[config.mk]
export PLATFORM = sky130hd
export DESIGN_NAME = wave_ibuf_ctrl
export DESIGN_NICKNAME = d
export VERILOG_FILES = /design/src/rtl/wave_ibuf_ctrl.sv
export SDC_FILE = /design/constraint.sdc
export NUM_CORES = 1
export LEC_CHECK = 0
export ABC_AREA = 1
export BUFFER_PORTS_ARGS = -buffer_cell sky130_fd_sc_hd__buf_2
export CORE_AREA = 8 8 102 104
export DETAILED_ROUTE_END_ITERATION = 12
export DIE_AREA = 0 0 110 112
export HOLD_SLACK_MARGIN = 0.02
export PLACE_DENSITY = 0.6
export SYNTH_ARGS = -nofsm -noshare
export SYNTH_HDL_FRONTEND = slang
export SYNTH_SLANG_ARGS = --single-unit
[constraint.sdc]
create_clock -name clk -period 2.4 [get_ports clk]
set_input_delay 0 -clock clk [delete_from_list [all_inputs] [get_ports clk]]
set_output_delay 0 -clock clk [all_outputs]
set_load 0.03 [all_outputs]
[src/rtl/wave_ibuf_ctrl.sv]
// wave_ibuf_ctrl
//   Queue controller for one wavefront's 8 x 64-bit instruction buffer. It
//   drives the write and read ports of an external 8x64b 1R1W register file
//   and presents the head entry to issue with a valid/ready handshake.
//   Flushes advance a 1-bit epoch. Fetch returns carrying a stale epoch are
//   accepted but dropped.
//
// Ports
//   clk, rst             clock; asynchronous active-high reset
//   fetch_valid/_data/_epoch, fetch_ready   fetch return handshake
//   fetch_req            registered request for more instructions
//   flush                discard buffered words, toggle epoch
//   issue_valid/_data/_ready                head-entry issue handshake
//   rf_wr_en/_addr/_data register-file write port (tail pointer)
//   rf_rd_addr/_data     register-file read port (head pointer)
//   ibuf_count           occupancy 0..8
//   cur_epoch            current epoch
module wave_ibuf_ctrl #(
  parameter int unsigned LOW_WATER = 2
) (
  input  logic        clk,
  input  logic        rst,
  input  logic        fetch_valid,
  input  logic [63:0] fetch_data,
  input  logic        fetch_epoch,
  output logic        fetch_ready,
  output logic        fetch_req,
  input  logic        flush,
  output logic        issue_valid,
  output logic [63:0] issue_data,
  input  logic        issue_ready,
  output logic        rf_wr_en,
  output logic [2:0]  rf_wr_addr,
  output logic [63:0] rf_wr_data,
  output logic [2:0]  rf_rd_addr,
  input  logic [63:0] rf_rd_data,
  output logic [3:0]  ibuf_count,
  output logic        cur_epoch
);

  logic [2:0] r_head;
  logic [2:0] r_tail;
  logic [3:0] r_count;
  logic       r_epoch;
  logic       r_fetch_req;

  logic       w_full;
  logic       w_accept;
  logic       w_write;
  logic       w_pop;
  logic [3:0] w_count_next;

  // Full blocks returns even if a pop happens in the same cycle.
  assign w_full      = (r_count == 4'd8);
  assign fetch_ready = ~w_full & ~flush & ~rst;
  assign w_accept    = fetch_valid & fetch_ready;
  // A stale-epoch return completes its handshake but is never written.
  assign w_write     = w_accept & (fetch_epoch == r_epoch);

  // The head is read from the registered count, so a word written this
  // cycle cannot be issued until the next cycle.
  assign issue_valid = (r_count != '0) & ~flush;
  assign w_pop       = issue_valid & issue_ready;

  assign rf_wr_en    = w_write;
  assign rf_wr_addr  = r_tail;
  assign rf_wr_data  = fetch_data;
  assign rf_rd_addr  = r_head;
  assign issue_data  = rf_rd_data;
  assign ibuf_count  = r_count;
  assign cur_epoch   = r_epoch;
  assign fetch_req   = r_fetch_req;

  always_comb begin
    w_count_next = r_count;
    if (flush) begin
      w_count_next = '0;
    end else begin
      w_count_next = r_count + {3'b000, w_write} - {3'b000, w_pop};
    end
  end

  always_ff @(posedge clk or posedge rst) begin
    if (rst) begin
      r_head      <= '0;
      r_tail      <= '0;
      r_count     <= '0;
      r_epoch     <= 1'b0;
      r_fetch_req <= 1'b1;
    end else begin
      r_count     <= w_count_next;
      r_fetch_req <= (w_count_next <= 4'(LOW_WATER));
      if (flush) begin
        r_head  <= '0;
        r_tail  <= '0;
        r_epoch <= ~r_epoch;
      end else begin
        if (w_write) r_tail <= r_tail + 3'd1;
        if (w_pop)   r_head <= r_head + 3'd1;
      end
    end
  end

endmodule

==> results.py, run 1 <==
metrics = {
    "run_status": {
        "status": "stopped before the end",
        "firstError": "[ERROR RSZ-0060] Max buffer count reached.",
        "stop_stage": "clock tree synthesis (4_1_cts)",
    },
    "die": {
        "initial_core_util_pct": 19.5,
        "die_w_um": 110,
        "die_y_um": 112,
        "fp-row-count": 35,
        "io_pins": 277,
    },
    "synth": {
        "synthesis.nets": 362,
        "yosys.area.top_type": "buf_4",
        "syn_inst": 219,
        "syn_area_per_cell_um2": 7.91,
        "synth_area_leaders": "buf_4 (56%), dfrtp_1 (16%), ha_1 (5.8%)",
        "syn-cell-area_mm2": 0.00173,
        "synth_cell_type_count": 19,
        "ys_seq_elements": 12,
        "ys_seq_area_share_pct": 17.4,
        "synth_top_area_share_pct": 55.9,
        "yosysWarnings": 0,
    },
    "place": {
        "io_buffers": 20,
        "dpl.hpwl_um": 2950,
        "gp_congestion": 0.743,
    },
    "cts": {
        "cts_buffer_depth": 2,
        "cts.sinks": 12,
        "htree_levels": 1,
        "cts-buffers-inserted": 3,
        "ctsResizeCount": 0,
        "cts_setup_buffers": 0,
        "ctsHoldBuffers": 101,
        "clockRootBuffer": "clkbuf_8",
    },
}
## synth_stat cells, drive strengths merged
library cell / instances
xor2: 3
buf: 129
inv: 20
nand3: 15
dfstp: 1
a21oi: 3
nand2: 19
nor2: 8
o21ai: 1
fa: 1
ha: 8
dfrtp: 11
## logic make-up after synthesis
group / share of synthesized area [%]
buffers and inverters: 60.3
AND/OR/NAND/NOR: 12.5
flip-flops: 17.4
adder cells (fa/ha/maj): 6.94
AO/OA/AOI/OAI: 1.37
XOR/XNOR: 1.52
## metrics by stage
step	instances	utilization [%]	hold slack, ps	setup WS [ps]	area, um2
after floorplan	219	-	-136	144	1730
after global placement	221	11.3	0.205	180	1000
after detailed placement	221	11.3	0.205	150	1000
==> inputs of run 2 (changes only) <==
- CORE_AREA: 8 8 102 104 -> 8 8 100 102
- DIE_AREA: 0 0 110 112 -> 0 0 108 110
- HOLD_SLACK_MARGIN: 0.02 -> default
- PLACE_DENSITY: 0.6 -> default
- PLACE_DENSITY_LB_ADDON: default -> 0.15
==> results.py, run 2 <==
metrics = {
    "run_status": {
        "status": "finished clean",
    },
    "hold_path": {
        "hold_path_class": "input pin to output port",
    },
    "timing": {
        "rsz0062_at_grt": "false",
        "period_share_pct": 91.5,
        "max_slew_margin_pct": 64.5,
        "tns_ps": 0,
        "hold_slack_ps": 0.00973,
        "min_period_ps": 2200,
        "fin_worst_skew_ps": 0.948,
        "hold_viol": 0,
        "drv_slew": 0,
        "max_freq_mhz": 455,
        "tightest_slew_ps": 531,
        "finalSetupViolations": 0,
    },
    "cts": {
        "cts_tree": "built",
        "clk_latency_ps": 240,
        "clockRootBuffer": "clkbuf_8",
        "htree_levels": 1,
        "cts_setup_buffers": 0,
        "cts.sinks": 12,
        "cts-buffers-inserted": 3,
        "path_clk_slew_ps": 60,
        "cts_buffer_depth": 2,
    },
    "die": {
        "initial_core_util_pct": 20.5,
        "core_area_mm2": 0.00847,
        "die_y_um": 110,
        "die_area_mm2": 0.0119,
        "die_w_um": 108,
        "io_pins": 277,
        "fp-row-count": 34,
    },
    "power_and_ir_drop": {
        "power.density_mw_per_mm2": 1070,
        "irDropWorstVdd_mv": 0.233,
        "combPwrFrac_pct": 52.3,
        "clockPowerShare_pct": 20.2,
        "p_switching_mw": 0.542,
        "power_leakage_nw": 0.588,
        "p_sw_share_pct": 47.3,
        "seqPwrFrac_pct": 27.5,
        "power.internal_mw": 0.605,
    },
    "layout": {
        "layout.nets": 260,
        "fin_cells": 224,
        "final_util_pct": 12.7,
        "antenna_cells": 0,
        "area_growth_pct": -38.0,
        "final_common_cell": "buf_2",
        "largest_register_ffs": 4,
        "layout_common_cells": "buf_2 (20), inv_1 (18), nand2_1 (17), nand3_1 (12), dfrtp_1 (11)",
        "drive_above_1_share_pct": 32.8,
    },
    "route": {
        "wirelength_um": 3300,
        "drtIter0Drc": 33,
        "vias_per_cell": 3.42,
        "first_pass_iters": 2,
        "routedWlPerCell_um": 14.7,
        "drc_errors": 0,
        "drtAntennaViolNets": 0,
        "vias": 766,
    },
    "global_route": {
        "grt.overflow.total": 0,
        "grt_pass1_vias": 794,
        "grt_pass1_wl_um": 4630,
        "grt_max_degree": 13,
        "grt_antenna_before_repair": 0,
        "track_usage_pct": 5.40,
    },
    "synth": {
        "synth_area_leaders": "buf_4 (56%), dfrtp_1 (16%), ha_1 (5.8%)",
        "yosys.area.top_type": "buf_4",
        "syn_area_per_cell_um2": 7.91,
        "async_flop_share_pct": 100,
        "yosysWarnings": 0,
        "synth-compound-area-share_pct": 1.37,
        "synth_edf_count": 0,
        "synthAdderAreaFrac_pct": 6.94,
        "ys_seq_area_share_pct": 17.4,
        "synthesis.nets": 362,
        "syn_inst": 219,
        "synth-simple-area-share_pct": 12.5,
        "ys_seq_elements": 12,
        "synth_top_area_share_pct": 55.9,
        "synth_xor_area_share_pct": 1.52,
        "post-synth-top-count-cell": "buf_4",
        "muxShareOfSynthArea_pct": 0,
        "syn-cell-area_mm2": 0.00173,
        "synth_top_family_by_area": "buffers and inverters",
        "synth_ff_type": "dfrtp_1",
        "synth_cell_type_count": 19,
        "synth_common_cells": "buf_4 (129), inv_1 (18), nand2_1 (17)",
    },
    "worst_setup_path": {
        "reg2reg_slack_ps": 200,
        "required_ps": 2580,
        "path_max_fanout": 5,
        "critPathCaptureType": "flip-flop",
        "worstSetupPathType": "flip-flop to flip-flop",
        "crit_path_start_kind": "flip-flop",
        "crit_arrival_ps": 2380,
    },
    "place": {
        "gp_congestion": 0.642,
        "dpl.hpwl_um": 2690,
        "dp_cells": 219,
        "io_buffers": 20,
    },
    "job": {
        "maxCapViolations": 0,
    },
}
==> run 2: final timing paths <==
path	from	end	cells past startpoint
max	ibuf_count[2]	fetch_req	15
min	rf_rd_data[0]	issue_data[0]	0
max reg2reg	ibuf_count[2]	fetch_req	15
max in group asynchronous	rst	fetch_req	3
min in group asynchronous	rst	ibuf_count[3]	3
min reg2reg	cur_epoch	cur_epoch	1
==> run 2: through the flow <==
| stage | instance area [um2] | setup slack, ps | power, mW |
|---|---|---|---|
| global placement | 1010 | 125 | 0.952 |
| CTS | 1070 | 120 | 1.18 |
| detailed placement | 1010 | 138 | 0.934 |
| finish | 1070 | 204 | 1.15 |
| floorplan | 1730 | 144 | 1.15 |
| global route | 1070 | 17.8 | 1.25 |
==> run 2: power by group through the flow <==
stage          combinational [mW]  sequential, mW  clock [mW]
2_1_floorplan               0.732           0.423           0
3_3_place_gp                0.632           0.320           0
3_5_place_dp                0.613           0.322           0
4_1_cts                     0.615           0.319       0.246
5_1_grt                     0.669           0.327       0.251
6_report                    0.600           0.316       0.231
==> run 2: area by class of cell <==
cell class / instances / area (um2)
fillers: 998 / 7390
multi-input cells: 58 / 389
flip-flops and latches: 12 / 302
well taps: 108 / 135
repair buffers: 22 / 118
inverters: 20 / 75.1
clock buffers: 4 / 55.1
==> run 2: critical path: stages (launching register included) <==
cell and delay (ps):
dfrtp_1 370, inv_1 100, ha_1 180, nand2_1 80, nand3_2 100, inv_1 80, ha_1 270, inv_1 40
ha_1 190, fa_2 340, nand2_1 60, nand2_1 50, nor2_1 140, a21oi_2 40, nand2_1 60, inv_1 40
==> run 2: cell families after synthesis <==
logic type / count (synthesis)
and+or+nand+nor: 42
buffers and inverters: 149
AOI/OAI and AO/OA: 4
xor gates and xnor gates: 3
DFF: 12
adders and majority gates: 9
==> run 2: layer usage <==
| layer | track usage, % | vias up | share of wire, % |
|---|---|---|---|
| li1 | - | 330 | - |
| met1 | 4.66 | 332 | 33 |
| met2 | 7.15 | 58 | 41 |
| met3 | 4.19 | 46 | 15 |
| met4 | 6.94 | 0 | 10 |
| met5 | 0 | - | 0 |
==> run 2: repair_timing <==
item / 4_1_cts / 5_1_grt
endpoints found under the hold margin: 11 / 0
setup endpoints to repair: 0 / 1
resized for setup: 0 / 1
hold buffers: 1 / 0
No activity file was read; power rests on OpenSTA's default activity.
==> inputs of run 3 (changes only) <==
- CORE_AREA: 8 8 100 102 -> 2 2 107 109
- DIE_AREA: 0 0 108 110 -> 0 0 109 111
- TNS_END_PERCENT: default -> 50
==> results.py, run 3 (synthesis gave the netlist of run 2 again) <==
metrics = {
    "hold_path": {
        "min_from": "rf_rd_data[29]",
        "hold_path_class": "input pin to output port",
    },
    "worst_setup_path": {
        "cp-startpoint": "ibuf_count[2]",
        "crit_path_start_kind": "flip-flop",
        "max_stage_delay_ps": 380,
        "path_max_fanout": 5,
        "crit_arrival_ps": 2370,
        "worstSetupPathType": "flip-flop to flip-flop",
        "critPathCaptureType": "flip-flop",
        "critical_path.cell_chain": "inv_2 -> ha_1 -> nand2_1 -> nand3_2 -> inv_1 -> ha_1 -> inv_1 -> ha_1 -> fa_2 -> nand2_1 -> nand2_1 -> nor2_2 -> a21oi_2 -> nand2_1 -> inv_1",
        "crit_path_frequent_cell": "nand2_1",
        "crit_path_top_delay_cell": "dfrtp_1",
        "required_ps": 2580,
        "worstReg2RegStart": "ibuf_count[2]",
    },
    "timing": {
        "rsz0062_at_grt": "false",
        "finalSetupViolations": 0,
        "max_slew_margin_pct": 66.5,
        "period_share_pct": 91.4,
        "tightest_slew_ps": 501,
        "min_period_ps": 2190,
        "drv_slew": 0,
        "fin_ws_ps": 207,
        "tns_ps": 0,
        "max_freq_mhz": 456,
        "fin_worst_skew_ps": 2.28,
        "hold_viol": 0,
        "hold_slack_ps": 0.0103,
    },
    "global_route": {
        "grt_pass1_vias": 869,
        "grt_max_degree": 13,
        "grt_pass1_wl_um": 4700,
        "grt.overflow.total": 0,
        "grt_antenna_before_repair": 0,
        "track_usage_pct": 5.20,
    },
    "layout": {
        "layout.nets": 260,
        "largest_register_ffs": 4,
        "fin_cells": 259,
        "layout_common_cells": "buf_2 (20), nand2_1 (17), inv_1 (17), nand3_1 (12), dfrtp_1 (11)",
        "final_common_cell": "buf_2",
        "antenna_cells": 0,
        "area_growth_pct": -33.4,
        "drive_above_1_share_pct": 34.5,
    },
    "die": {
        "die_y_um": 111,
        "die_w_um": 109,
        "fp-row-count": 39,
        "io_pins": 277,
        "initial_core_util_pct": 15.6,
        "die_area_mm2": 0.0121,
        "core_area_mm2": 0.0111,
    },
    "route": {
        "vias": 761,
        "routed-wl-met3_um": 365,
        "wl_met1_um": 965,
        "drtAntennaViolNets": 0,
        "first_pass_iters": 2,
        "routedWlPerCell_um": 11.5,
        "wirelength_um": 2980,
        "drc_errors": 0,
        "vias_per_cell": 2.94,
        "drtIter0Drc": 17,
        "wl_met2_um": 1320,
        "top_layer": "met4",
    },
    "cts": {
        "clk_latency_ps": 240,
        "cts_tree": "built",
        "cts_buffer_depth": 2,
        "cts.sinks": 12,
        "path_clk_slew_ps": 50,
        "cts-buffers-inserted": 3,
        "clockRootBuffer": "clkbuf_16",
        "htree_levels": 1,
    },
    "power_and_ir_drop": {
        "irDropWorstVdd_mv": 0.204,
        "power_leakage_nw": 0.602,
        "fin_total_pwr_mw": 1.28,
        "power.density_mw_per_mm2": 1110,
    },
    "place": {
        "gp_congestion": 0.710,
        "dpl.hpwl_um": 2450,
        "dp_cells": 253,
        "pre_cts_slack_ps": 121,
        "io_buffers": 20,
    },
    "run_status": {
        "status": "finished clean",
    },
    "job": {
        "maxCapViolations": 0,
    },
}
-- run 3: cell types whose count changed in the layout (fill, tap and decap cells not counted) --
cell,change
clkbuf_16,+3
inv_1,-1
inv_2,+1
nor2_1,-1
clkbuf_8,-3
nor2_2,+1
-- run 3: through the flow --
| step | cell area [um2] | utilization (%) |
|---|---|---|
| floorplan | 1730 | - |
| finish | 1150 | 10.4 |
| detailed placement | 1040 | 9.41 |
| global placement | 1040 | 9.41 |
| CTS | 1140 | 10.3 |
| global route | 1150 | 10.4 |
-- run 3: final cells by class --
| class | count | area (um2) |
|---|---|---|
| Inverter | 20 | 75.1 |
| Clock buffer | 4 | 88.8 |
| Multi-Input combinational cell | 58 | 392 |
| Fill cell | 1261 | 9920 |
| Sequential cell | 12 | 302 |
| Tap cell | 143 | 179 |
| Timing Repair Buffer | 22 | 118 |
-- run 3: report_power, final --
group | switching, mW | internal, mW
Sequential | 0.0531 | 0.266
Clock | 0.0914 | 0.252
Combinational | 0.405 | 0.209
Total | 0.549 | 0.727
-- run 3: worst max-delay path, delay by kind of cell, from the launching register on --
kind	cells	cell delay [ps]
buffers and inverters	4	220
adder cells (fa/ha/maj)	4	980
AO/OA/AOI/OAI	1	40
AND/OR/NAND/NOR	6	490
flip-flops	1	380
-- run 3: worst paths after layout --
path                       slack [ps]  depth (start not counted)              to
min in group asynchronous         350                          3   ibuf_count[0]
max in group asynchronous        1700                          3       fetch_req
min                              0.01                          0  issue_data[29]
max reg2reg                       210                         15       fetch_req
min reg2reg                       540                          1       cur_epoch
max                               210                         15       fetch_req
-- run 3: routing by layer --
layer / GRT usage [%] / vias up
met4: 6.24 / 0
met1: 4.53 / 327
met2: 7.54 / 52
met5: 0 / -
li1: - / 332
met3: 2.94 / 50
-- run 3: repair_timing --
item                       in CTS  in global routing
hold endpoints to repair       11                  0
resized for setup               0                  3
setup endpoints to repair       0                  1
buffers inserted                0                  1
hold buffers                    1                  0
==> inputs of run 4 (changes only) <==
- BUFFER_PORTS_ARGS: -buffer_cell sky130_fd_sc_hd__buf_2 -> -buffer_cell sky130_fd_sc_hd__buf_4
==> results.py, run 4 (synthesis gave the netlist of run 2 again) <==
metrics = {
    "timing": {
        "drv_slew": 0,
        "hold_viol": 0,
        "fin_worst_skew_ps": 2.50,
        "tightest_slew_ps": 548,
        "rsz0062_at_grt": "false",
        "max_freq_mhz": 455,
        "tns_ps": 0,
        "max_slew_margin_pct": 63.4,
        "period_share_pct": 91.6,
        "fin_ws_ps": 202,
        "min_period_ps": 2200,
        "finalSetupViolations": 0,
        "hold_slack_ps": 0.0103,
    },
    "cts": {
        "clk_latency_ps": 240,
        "cts-buffers-inserted": 3,
        "clockRootBuffer": "clkbuf_16",
        "cts_tree": "built",
        "cts_setup_buffers": 0,
        "cts.sinks": 12,
        "htree_levels": 1,
        "cts_buffer_depth": 2,
        "path_clk_slew_ps": 50,
    },
    "die": {
        "die_area_mm2": 0.0121,
        "core_area_mm2": 0.0111,
        "die_y_um": 111,
        "initial_core_util_pct": 15.6,
        "die_w_um": 109,
        "io_pins": 277,
        "fp-row-count": 39,
    },
    "place": {
        "pre_cts_slack_ps": 114,
        "gp_congestion": 0.653,
        "dp_cells": 253,
        "io_buffers": 20,
        "dpl.hpwl_um": 2440,
    },
    "worst_setup_path": {
        "worstReg2RegStart": "ibuf_count[2]",
        "crit_arrival_ps": 2390,
        "worst-path-buf-inv": 4,
        "crit_path_start_kind": "flip-flop",
        "required_ps": 2590,
        "worstSetupPathType": "flip-flop to flip-flop",
        "cp-startpoint": "ibuf_count[2]",
        "critical_path.cell_chain": "inv_2 -> ha_1 -> nand2_1 -> nand3_2 -> inv_1 -> ha_1 -> inv_1 -> ha_1 -> fa_2 -> nor2_1 -> nor2_2 -> a21oi_2 -> nand2_1 -> inv_1",
        "path_max_fanout": 5,
        "crit_family": "adder cells",
        "crit_path_top_delay_cell": "dfrtp_1",
        "max_stage_delay_ps": 380,
        "critPathCaptureType": "flip-flop",
    },
    "power_and_ir_drop": {
        "power_leakage_nw": 0.609,
        "irDropWorstVdd_mv": 0.225,
        "power.density_mw_per_mm2": 1090,
    },
    "route": {
        "routedWlPerCell_um": 11.6,
        "vias_per_cell": 2.95,
        "drtAntennaViolNets": 0,
        "vias": 765,
        "first_pass_iters": 2,
        "drtIter0Drc": 14,
        "wirelength_um": 3010,
        "drc_errors": 0,
    },
    "run_status": {
        "status": "finished clean",
    },
    "layout": {
        "final_util_pct": 10.9,
        "antenna_cells": 0,
        "layout_common_cells": "buf_4 (20), nand2_1 (17), inv_1 (17), nand3_1 (12), dfrtp_1 (11)",
        "largest_register_ffs": 4,
        "final_common_cell": "buf_4",
        "fillCellCount": 1265,
        "drive_above_1_share_pct": 33.6,
        "fin_cells": 259,
        "layout.nets": 260,
        "area_growth_pct": -30.3,
    },
    "global_route": {
        "grt_max_degree": 13,
        "track_usage_pct": 5.04,
        "grt_antenna_before_repair": 0,
        "grt_pass1_vias": 849,
        "grt_pass1_wl_um": 4480,
        "grt.overflow.total": 0,
    },
    "hold_path": {
        "hold_path_class": "input pin to output port",
        "min_from": "rf_rd_data[29]",
    },
    "job": {
        "maxCapViolations": 0,
    },
}
==> run 4: cell count changes in the layout (fill, tap and decap cells not counted) <==
cell,previous run,this run
buf_2,20,0
buf_4,1,20
dlygate4sd3_1,1,2
==> run 4: repair_timing <==
action,CTS,global route
hold endpoints to repair,13,0
gates resized for setup,0,3
hold buffers,2,0
endpoints found under the setup margin,0,1
==> run 4: per-stage QoR <==
step | total power [mW] | instance area, um2
after global placement | 0.993 | 1090
after floorplan | 1.15 | 1730
final | 1.31 | 1210
after global routing | 1.42 | 1210
after detailed placement | 0.980 | 1090
after CTS | 1.35 | 1200
==> run 4: power by group <==
part	switching, mW	internal, mW
combinational	0.404	0.238
clock	0.0955	0.252
sequential	0.0538	0.266
total	0.553	0.756
==> run 4: path summary, 6_finish.rpt <==
kind / cells past startpoint / slack [ps] / end
worst max register to register: 14 / 200 / fetch_req
worst min register to register: 1 / 530 / cur_epoch
min in group asynchronous: 3 / 380 / ibuf_count[0]
worst min-delay path: 0 / 0.01 / issue_data[29]
worst max-delay path: 14 / 200 / fetch_req
max in group asynchronous: 3 / 1650 / fetch_req
==> run 4: area by class of cell <==
cell class / count / area (um2) / share of cell area (%)
inverters: 20 / 75.1 / 6.22
well taps: 143 / 179 / 14.8
clock buffers: 4 / 88.8 / 7.37
flip-flops and latches: 12 / 302 / 25.0
multi-input cells: 58 / 392 / 32.5
repair buffers: 22 / 170 / 14.1
==> run 4: worst reg2reg max path, delay by kind of cell (launching register included) <==
family | cells | cell delay [ps]
AO/OA/AOI/OAI | 1 | 100
buffers and inverters | 4 | 250
flip-flops | 1 | 380
adder cells (fa/ha/maj) | 4 | 1000
AND/OR/NAND/NOR | 5 | 440
==> run 4: routing by layer <==
layer  vias to the layer above  part of all wire (%)  global-route usage [%]
li1                        331                     -                       -
met3                        50                    11                    2.82
met1                       334                    35                    4.46
met5                         -                     0                       0
met4                         0                    11                    6.24
met2                        50                    43                    7.16
